<file path="src/rtl/sync_fork.sv">
// Clocked four-phase request fork: one upstream rin/ain channel drives two downstream
// r/a channels, with synchronised inputs, latched branch mask, stall watchdog and handshake counter.

module sync_fork_sync #(
  parameter int STAGES = 2
) (
  input  logic clk,
  input  logic reset,
  input  logic d,
  output logic q
);
  logic [STAGES-1:0] sync_pipe;

  always_ff @(posedge clk) begin
    if (reset) sync_pipe <= '0;
    else       sync_pipe <= {sync_pipe[STAGES-2:0], d};
  end

  assign q = sync_pipe[STAGES-1];
endmodule

module sync_fork #(
  parameter int SYNC_STAGES = 2,
  parameter int TIMEOUT_W   = 8,
  parameter int CNT_W       = 16
) (
  input  logic             clk,
  input  logic             reset,
  input  logic             rin,
  output logic             ain,
  output logic             r1,
  input  logic             a1,
  output logic             r2,
  input  logic             a2,
  input  logic             en1,
  input  logic             en2,
  output logic             timeout,
  output logic [CNT_W-1:0] hs_count
);
  typedef enum logic [1:0] {IDLE, REQ, ACKED, RELEASE} state_t;

  localparam logic [TIMEOUT_W-1:0] WD_MAX = '1;

  state_t               state, state_nxt;
  logic                 rin_s, a1_s, a2_s;
  logic [1:0]           mask, mask_nxt;
  logic                 ain_nxt, r1_nxt, r2_nxt;
  logic                 done, ackd, clr, busy;
  logic [TIMEOUT_W-1:0] wd;
  logic                 wd_fired;

  // One synchroniser lane per async input: {a2, a1, rin}
  sync_fork_sync #(.STAGES(SYNC_STAGES)) u_sync [2:0] (
    .clk   (clk),
    .reset (reset),
    .d     ({a2, a1, rin}),
    .q     ({a2_s, a1_s, rin_s})
  );

  // Disabled branches count as both acknowledged and cleared
  assign ackd = (a1_s | ~mask[0]) & (a2_s | ~mask[1]);
  assign clr  = (~a1_s | ~mask[0]) & (~a2_s | ~mask[1]);
  assign busy = (state == REQ) || (state == RELEASE);

  always_comb begin
    state_nxt = state;
    mask_nxt  = mask;
    ain_nxt   = ain;
    r1_nxt    = r1;
    r2_nxt    = r2;
    done      = 1'b0;
    case (state)
      IDLE: begin
        if (rin_s) begin
          mask_nxt = {en2, en1};
          if (en1 | en2) begin
            r1_nxt    = en1;
            r2_nxt    = en2;
            state_nxt = REQ;
          end else begin
            ain_nxt   = 1'b1;
            state_nxt = ACKED;
          end
        end
      end
      REQ: begin
        if (ackd) begin
          ain_nxt   = 1'b1;
          state_nxt = ACKED;
        end
      end
      ACKED: begin
        if (!rin_s) begin
          r1_nxt = 1'b0;
          r2_nxt = 1'b0;
          if (mask != 2'b00) begin
            state_nxt = RELEASE;
          end else begin
            ain_nxt   = 1'b0;
            done      = 1'b1;
            state_nxt = IDLE;
          end
        end
      end
      RELEASE: begin
        if (clr) begin
          ain_nxt   = 1'b0;
          done      = 1'b1;
          state_nxt = IDLE;
        end
      end
      default: state_nxt = IDLE;
    endcase
  end

  always_ff @(posedge clk) begin
    if (reset) begin
      state    <= IDLE;
      mask     <= 2'b00;
      ain      <= 1'b0;
      r1       <= 1'b0;
      r2       <= 1'b0;
      hs_count <= '0;
    end else begin
      state <= state_nxt;
      mask  <= mask_nxt;
      ain   <= ain_nxt;
      r1    <= r1_nxt;
      r2    <= r2_nxt;
      if (done) hs_count <= hs_count + 1'b1;
    end
  end

  // Watchdog saturates at WD_MAX; the fired flag limits it to one pulse per state visit
  always_ff @(posedge clk) begin
    if (reset) begin
      wd       <= '0;
      wd_fired <= 1'b0;
      timeout  <= 1'b0;
    end else begin
      timeout <= busy && (wd == WD_MAX) && !wd_fired;
      if (state_nxt != state) begin
        wd       <= '0;
        wd_fired <= 1'b0;
      end else if (busy) begin
        if (wd != WD_MAX) wd <= wd + 1'b1;
        else              wd_fired <= 1'b1;
      end
    end
  end
endmodule
</file>
<file path="config.mk">
export PLATFORM = sky130hd
export DESIGN_NAME = sync_fork
export DESIGN_NICKNAME = d
export VERILOG_FILES = /design/src/rtl/sync_fork.sv
export SDC_FILE = /design/constraint.sdc
export NUM_CORES = 1
export LEC_CHECK = 0
export ABC_CLOCK_PERIOD_IN_PS = 1450
export CAP_MARGIN = 5
export CORE_ASPECT_RATIO = 1.25
export CORE_MARGIN = 2
export CORE_UTILIZATION = 40
export DETAILED_ROUTE_END_ITERATION = 16
export PLACE_DENSITY = 0.69
export SLEW_MARGIN = 10
export SYNTH_ARGS = -nofsm -noshare
export SYNTH_HDL_FRONTEND = slang
export SYNTH_HIERARCHICAL = 1
export SYNTH_SLANG_ARGS = --single-unit
</file>
<file path="constraint.sdc">
create_clock -name clk -period 1.45 [get_ports clk]
set_input_delay 0.29 -clock clk [delete_from_list [all_inputs] [get_ports clk]]
set_output_delay 0.29 -clock clk [all_outputs]
set_load 0.1 [all_outputs]
</file>
# [Word-level counts from Yosys, hierarchy flattened]
# Cells that the tools add are included.
# Widths: inputs -> output; s select.
[totals] regBits=39 input_bits=7 output_inout_bits=20 wordCells=77
[op_classes] add_sub_neg=2 n_eq_ne=13 n_mux=25 bitwise=12 n_reduce_logical=13
[op_table] cell="$add 16x1->16 const B" count=1
[op_table] cell="$mux 1" count=14
[op_table] cell="$mux 2" count=6
[op_table] cell="$ne 2x2->1 const B" count=6
[op_table] cell="$add 8x1->8 const B" count=1
[op_table] cell="$eq 8x8->1 const B" count=1
[op_table] cell="$ne 8x8->1 const B" count=1
[op_table] cell="$pmux 2 s4" count=1
[op_table] cell="$pmux 1 s2" count=3
[op_table] cell="$reduce_and 2->1" count=3
[op_table] cell="$reduce_and 6->1" count=1
[op_table] cell="$not 1->1" count=5
[op_table] cell="$or 1x1->1" count=5
[op_table] cell="$eq 2x2->1 const B" count=2
[op_table] cell="$pmux 1 s4" count=1
[op_table] cell="$reduce_and 4->1" count=1
[op_table] cell="$reduce_bool 2->1" count=2
[op_table] cell="$and 1x1->1" count=2
[op_table] cell="$eq 2x1->1 const B" count=1
[op_table] cell="$logic_and 1x1->1" count=2
[op_table] cell="$logic_not 2->1" count=1
[op_table] cell="$ne 2x1->1 const B" count=1
[op_table] cell="$ne 2x2->1" count=1
[op_table] cell="$reduce_or 2->1" count=1
[op_table] cell="other kinds (2)" count=2

# [Longest topological paths before layout]
[depth] depth_word=7 depth_mapped=7 ltp_nobuf=5

# [Hierarchy]
# Netlist, hierarchy kept.
[by_module_without_submodules] module="sync_fork" n_inst=1 cells_each=204 area_each_um2=1714.1 seq_area_each_um2=660.6
[by_module_without_submodules] module="sync_fork_sync" n_inst=3 cells_each=4 area_each_um2=52.6 seq_area_each_um2=40.0

# [Worst setup path after synthesis]
# OpenSTA, ideal clock, no wires.
[synth_timing] path_kind="register to register" from="reg hs_count[7]" to="reg hs_count[14]" arrival_time_ns=2.166 t_required_ns=1.380 slack_ns=-0.787 path_stages_with_launch=5 period_less_slack_ns=2.237 cell_sequence="dfxtp_1 -> and4_1 -> nand4_1 -> or4_1 -> a21oi_1"
[synth_between] elab_chain_len=1
[synth_lines] item="start: declaration" line="38" source="output logic [CNT_W-1:0] hs_count"
[synth_lines] item="start signal: assignment" line="130" source="if (done) hs_count <= hs_count + 1'b1;"
[synth_lines] item="$add 16x1->16" line="130"
# No other way between the ends.
# A chain may end at the register's enable or synchronous reset.

# [Final worst setup path]
[layout_timing] from="reg u_sync[0].sync_pipe[1]" to="reg hs_count[3]"
[layout_between] elab_chain_len=2
[layout_lines] item="start: declaration" line="12" source="logic [STAGES-1:0] sync_pipe;"
[layout_lines] item="start signal: assignment" line="16" source="else sync_pipe <= {sync_pipe[STAGES-2:0], d};"
[layout_lines] item="$mux 1" line="93" source="if (!rin_s) begin"
[layout_lines] item="$pmux 1 s2" line="72" source="case (state)"
# No other way between the ends.

==> flow_summary.ini <==
[finish]
finalInstanceArea_mm2 = 0.00306
final_cells = 329
area_growth_pct = 63.4
nets = 279
antenna_cells = 0
drive_gt1_share_pct = 45.4

[routing]
vias_per_cell = 5.71
final_antenna_net_count = 0
drt_first_pass_iters = 4
dr_total_vias = 1877
routed_wl_um = 4950
routedWlPerCell_um = 15.0
drt_iter0_markers = 150
drc = 0

[sta]
fmaxAchievable_mhz = 601
period_minus_slack_ns = 1.66
setup_ws_ns = -0.214
setup_viol = 20
hold_viol = 0
grt_setup_unrepaired = yes
drv_slew = 0
whs_ns = 0.431
tns_ns = -2.87
max_slew_margin_pct = 74.4
finClkSkew_ns = 0.00972
finalCritPeriodShare_pct = 115
tightest_slew_ns = 0.384

[synthesis]
synth.avg_cell_area_um2 = 8.67
ys_seq_elements = 39
synthArstFlopShare_pct = 0
synthDistinctLibCells = 39
synth_edf_count = 0
synth_cells = 216
seq_area_frac_synth_pct = 41.7
syn_nets = 225
synth_area_mm2 = 0.00187
synthFlopType = dfxtp_1
yosys_warnings = 6

[status]
outcome = finished with violations
violations = negative setup slack

[pwr]
ir_drop_mv = 0.697
leakagePower_nw = 1.05
p_per_area_mw_per_mm2 = 739

[die]
dieHeight_um = 80.5
ios = 27
initial_core_util_pct = 42.0
dieArea_mm2 = 0.00525
core-area_mm2 = 0.00446
die_width_um = 65.2
num_rows = 27

[worst_setup_path]
critical_path_required_ns = 1.67
worst_setup_path_end_kind = flip-flop
cp_max_fo = 14
cp.arrival_ns = 1.88
crit_type = reg -> reg
r2r_cells = 6
worst_setup_path_start_kind = flip-flop

[clock_network]
clock_latency_ns = 0.30
h-tree-depth = 2
clock_sinks = 39
clk_pin_slew_ns = 0.08
cts_buffers = 5
hold_buffers = 0
cts_max_path_buffers = 2
tritoncts = yes
cts_root_buffer = clkbuf_8

[worst_hold_path]
holdPathStages = 1
hp-class = reg -> reg

[placement]
place.gp.congestion = 0.858
portBuffers = 26
postPlaceCellArea_mm2 = 0.00270
hpwl_um = 3130
dp_cells = 317
post-place-ws_ns = -0.295

[flow_run]
max-cap-violations = 0

[global_routing]
grt_pass1_vias = 1822
globalRoute.totalOverflow = 0
grt_util_all_layers_pct = 19.4
antenna_found_initial = 0
grt_max_degree = 17
grt_first_pass_wirelength_um = 7920
through the flow:
step	total power, W	util [%]
final	0.00226	68.6
after global routing	0.00235	68.6
after CTS	0.00225	65.5
after detailed placement	0.00139	60.5
after global placement	0.00138	60.5
after floorplan	0.00127	-
cells in the mapped netlist, types with 2 or more instances:
cell	n	area, um^2
clkbuf_1	6	22.5
o31ai_1	5	37.5
nor3_1	6	30.0
or4_1	5	37.5
nand2_1	7	26.3
a221oi_1	2	17.5
nor2_1	14	52.6
and3_1	3	18.8
nor4_1	3	18.8
a22o_1	3	26.3
nor2b_1	9	56.3
nand3_1	10	50.1
o21ai_0	14	70.1
inv_1	3	11.3
nand4_1	8	50.1
mux2i_1	3	30.0
a21oi_1	27	135
or2_2	2	12.5
dfxtp_1	39	781
nand2b_1	6	37.5
ha_1	2	25.0
or3_1	10	62.6
and4_1	4	35.0
xnor2_1	5	43.8
buf_2	6	30.0
routing by layer:
metal  wire length, um  up-vias  track usage, %
li1                  -      913               -
met1              2070      922            21.2
met2              2660       34            34.2
met3               140        8            5.04
met4                78        0            10.0
met5                 0        -               0
final cells by class:
cell class,instances,area [um^2]
fillers,343,1400
multi-input cells,161,1240
flip-flops and latches,39,845
repair buffers,60,779
clock buffers,6,93.8
well taps,58,72.6
clock inverters,2,13.8
inverters,3,11.3
cells by family (layout without fill, tap and decap cells):
family / count (synthesis) / count (layout) / share of synthesized area [%]
muxes: 3 / 3 / 1.60
buffers and inverters: 16 / 71 / 4.01
xor gates and xnor gates: 6 / 6 / 2.81
and+or+nand+nor: 92 / 92 / 29.4
AOI/OAI and AO/OA: 58 / 58 / 19.1
DFF: 39 / 39 / 41.7
adders and majority gates: 2 / 2 / 1.34
sequential cells by signal, indices dropped and copies added, names as in the netlist:
name	flops
ain	1
hs_count	16
mask	2
r1	1
r2	1
state	2
timeout	1
u_sync/sync_pipe	6
wd	8
wd_fired	1
placed cells by master, fill, tap and decap left out, types with 5 or more instances in the layout:
cell type | synthesis | layout
buf_4 | 0 | 25
buf_12 | 0 | 23
a21oi_1 | 27 | 21
dfxtp_1 | 39 | 18
dfxtp_4 | 0 | 15
o21ai_0 | 14 | 13
nor2_1 | 14 | 13
nand3_1 | 10 | 10
nor2b_1 | 9 | 9
nand4_1 | 8 | 8
or3_1 | 10 | 7
nand2_1 | 7 | 6
a21oi_2 | 0 | 6
dfxtp_2 | 0 | 6
clkdlybuf4s50_1 | 0 | 6
xnor2_1 | 5 | 5
o31ai_1 | 5 | 5
clkbuf_8 | 0 | 5
buf_6 | 1 | 5
final timing paths:
| check | startpoint | slack, ns | to |
|---|---|---|---|
| setup / recovery | u_sync[0]/sync_pipe[1] | -0.21 | hs_count[3] |
| hold / removal | wd_fired | 0.43 | timeout |
| setup reg to reg | u_sync[0]/sync_pipe[1] | -0.21 | hs_count[3] |
| hold reg to reg | wd_fired | 0.43 | timeout |
where the power goes:
part	switching, W	internal (W)
Clock	0.000400	0.000443
Combinational	0.000172	0.000158
Sequential	0.0000231	0.00107
worst max-delay path: stages, from the launching register on:
cell and delay [ns]:
dfxtp_4 0.36, nor4b_4 0.33, a2bb2oi_4 0.11, buf_12 0.16
buf_12 0.14, or3_4 0.36, a21oi_2 0.14
timing repair:
| item | 4_1_cts | 5_1_grt |
|---|---|---|
| resized for setup | 22 | 28 |
| cloned | 0 | 0 |
| pin swaps | 8 | 15 |
| buffers inserted | 3 | 2 |
| setup endpoints to repair | 28 | 27 |
No activity file was read; power rests on OpenSTA's default activity.
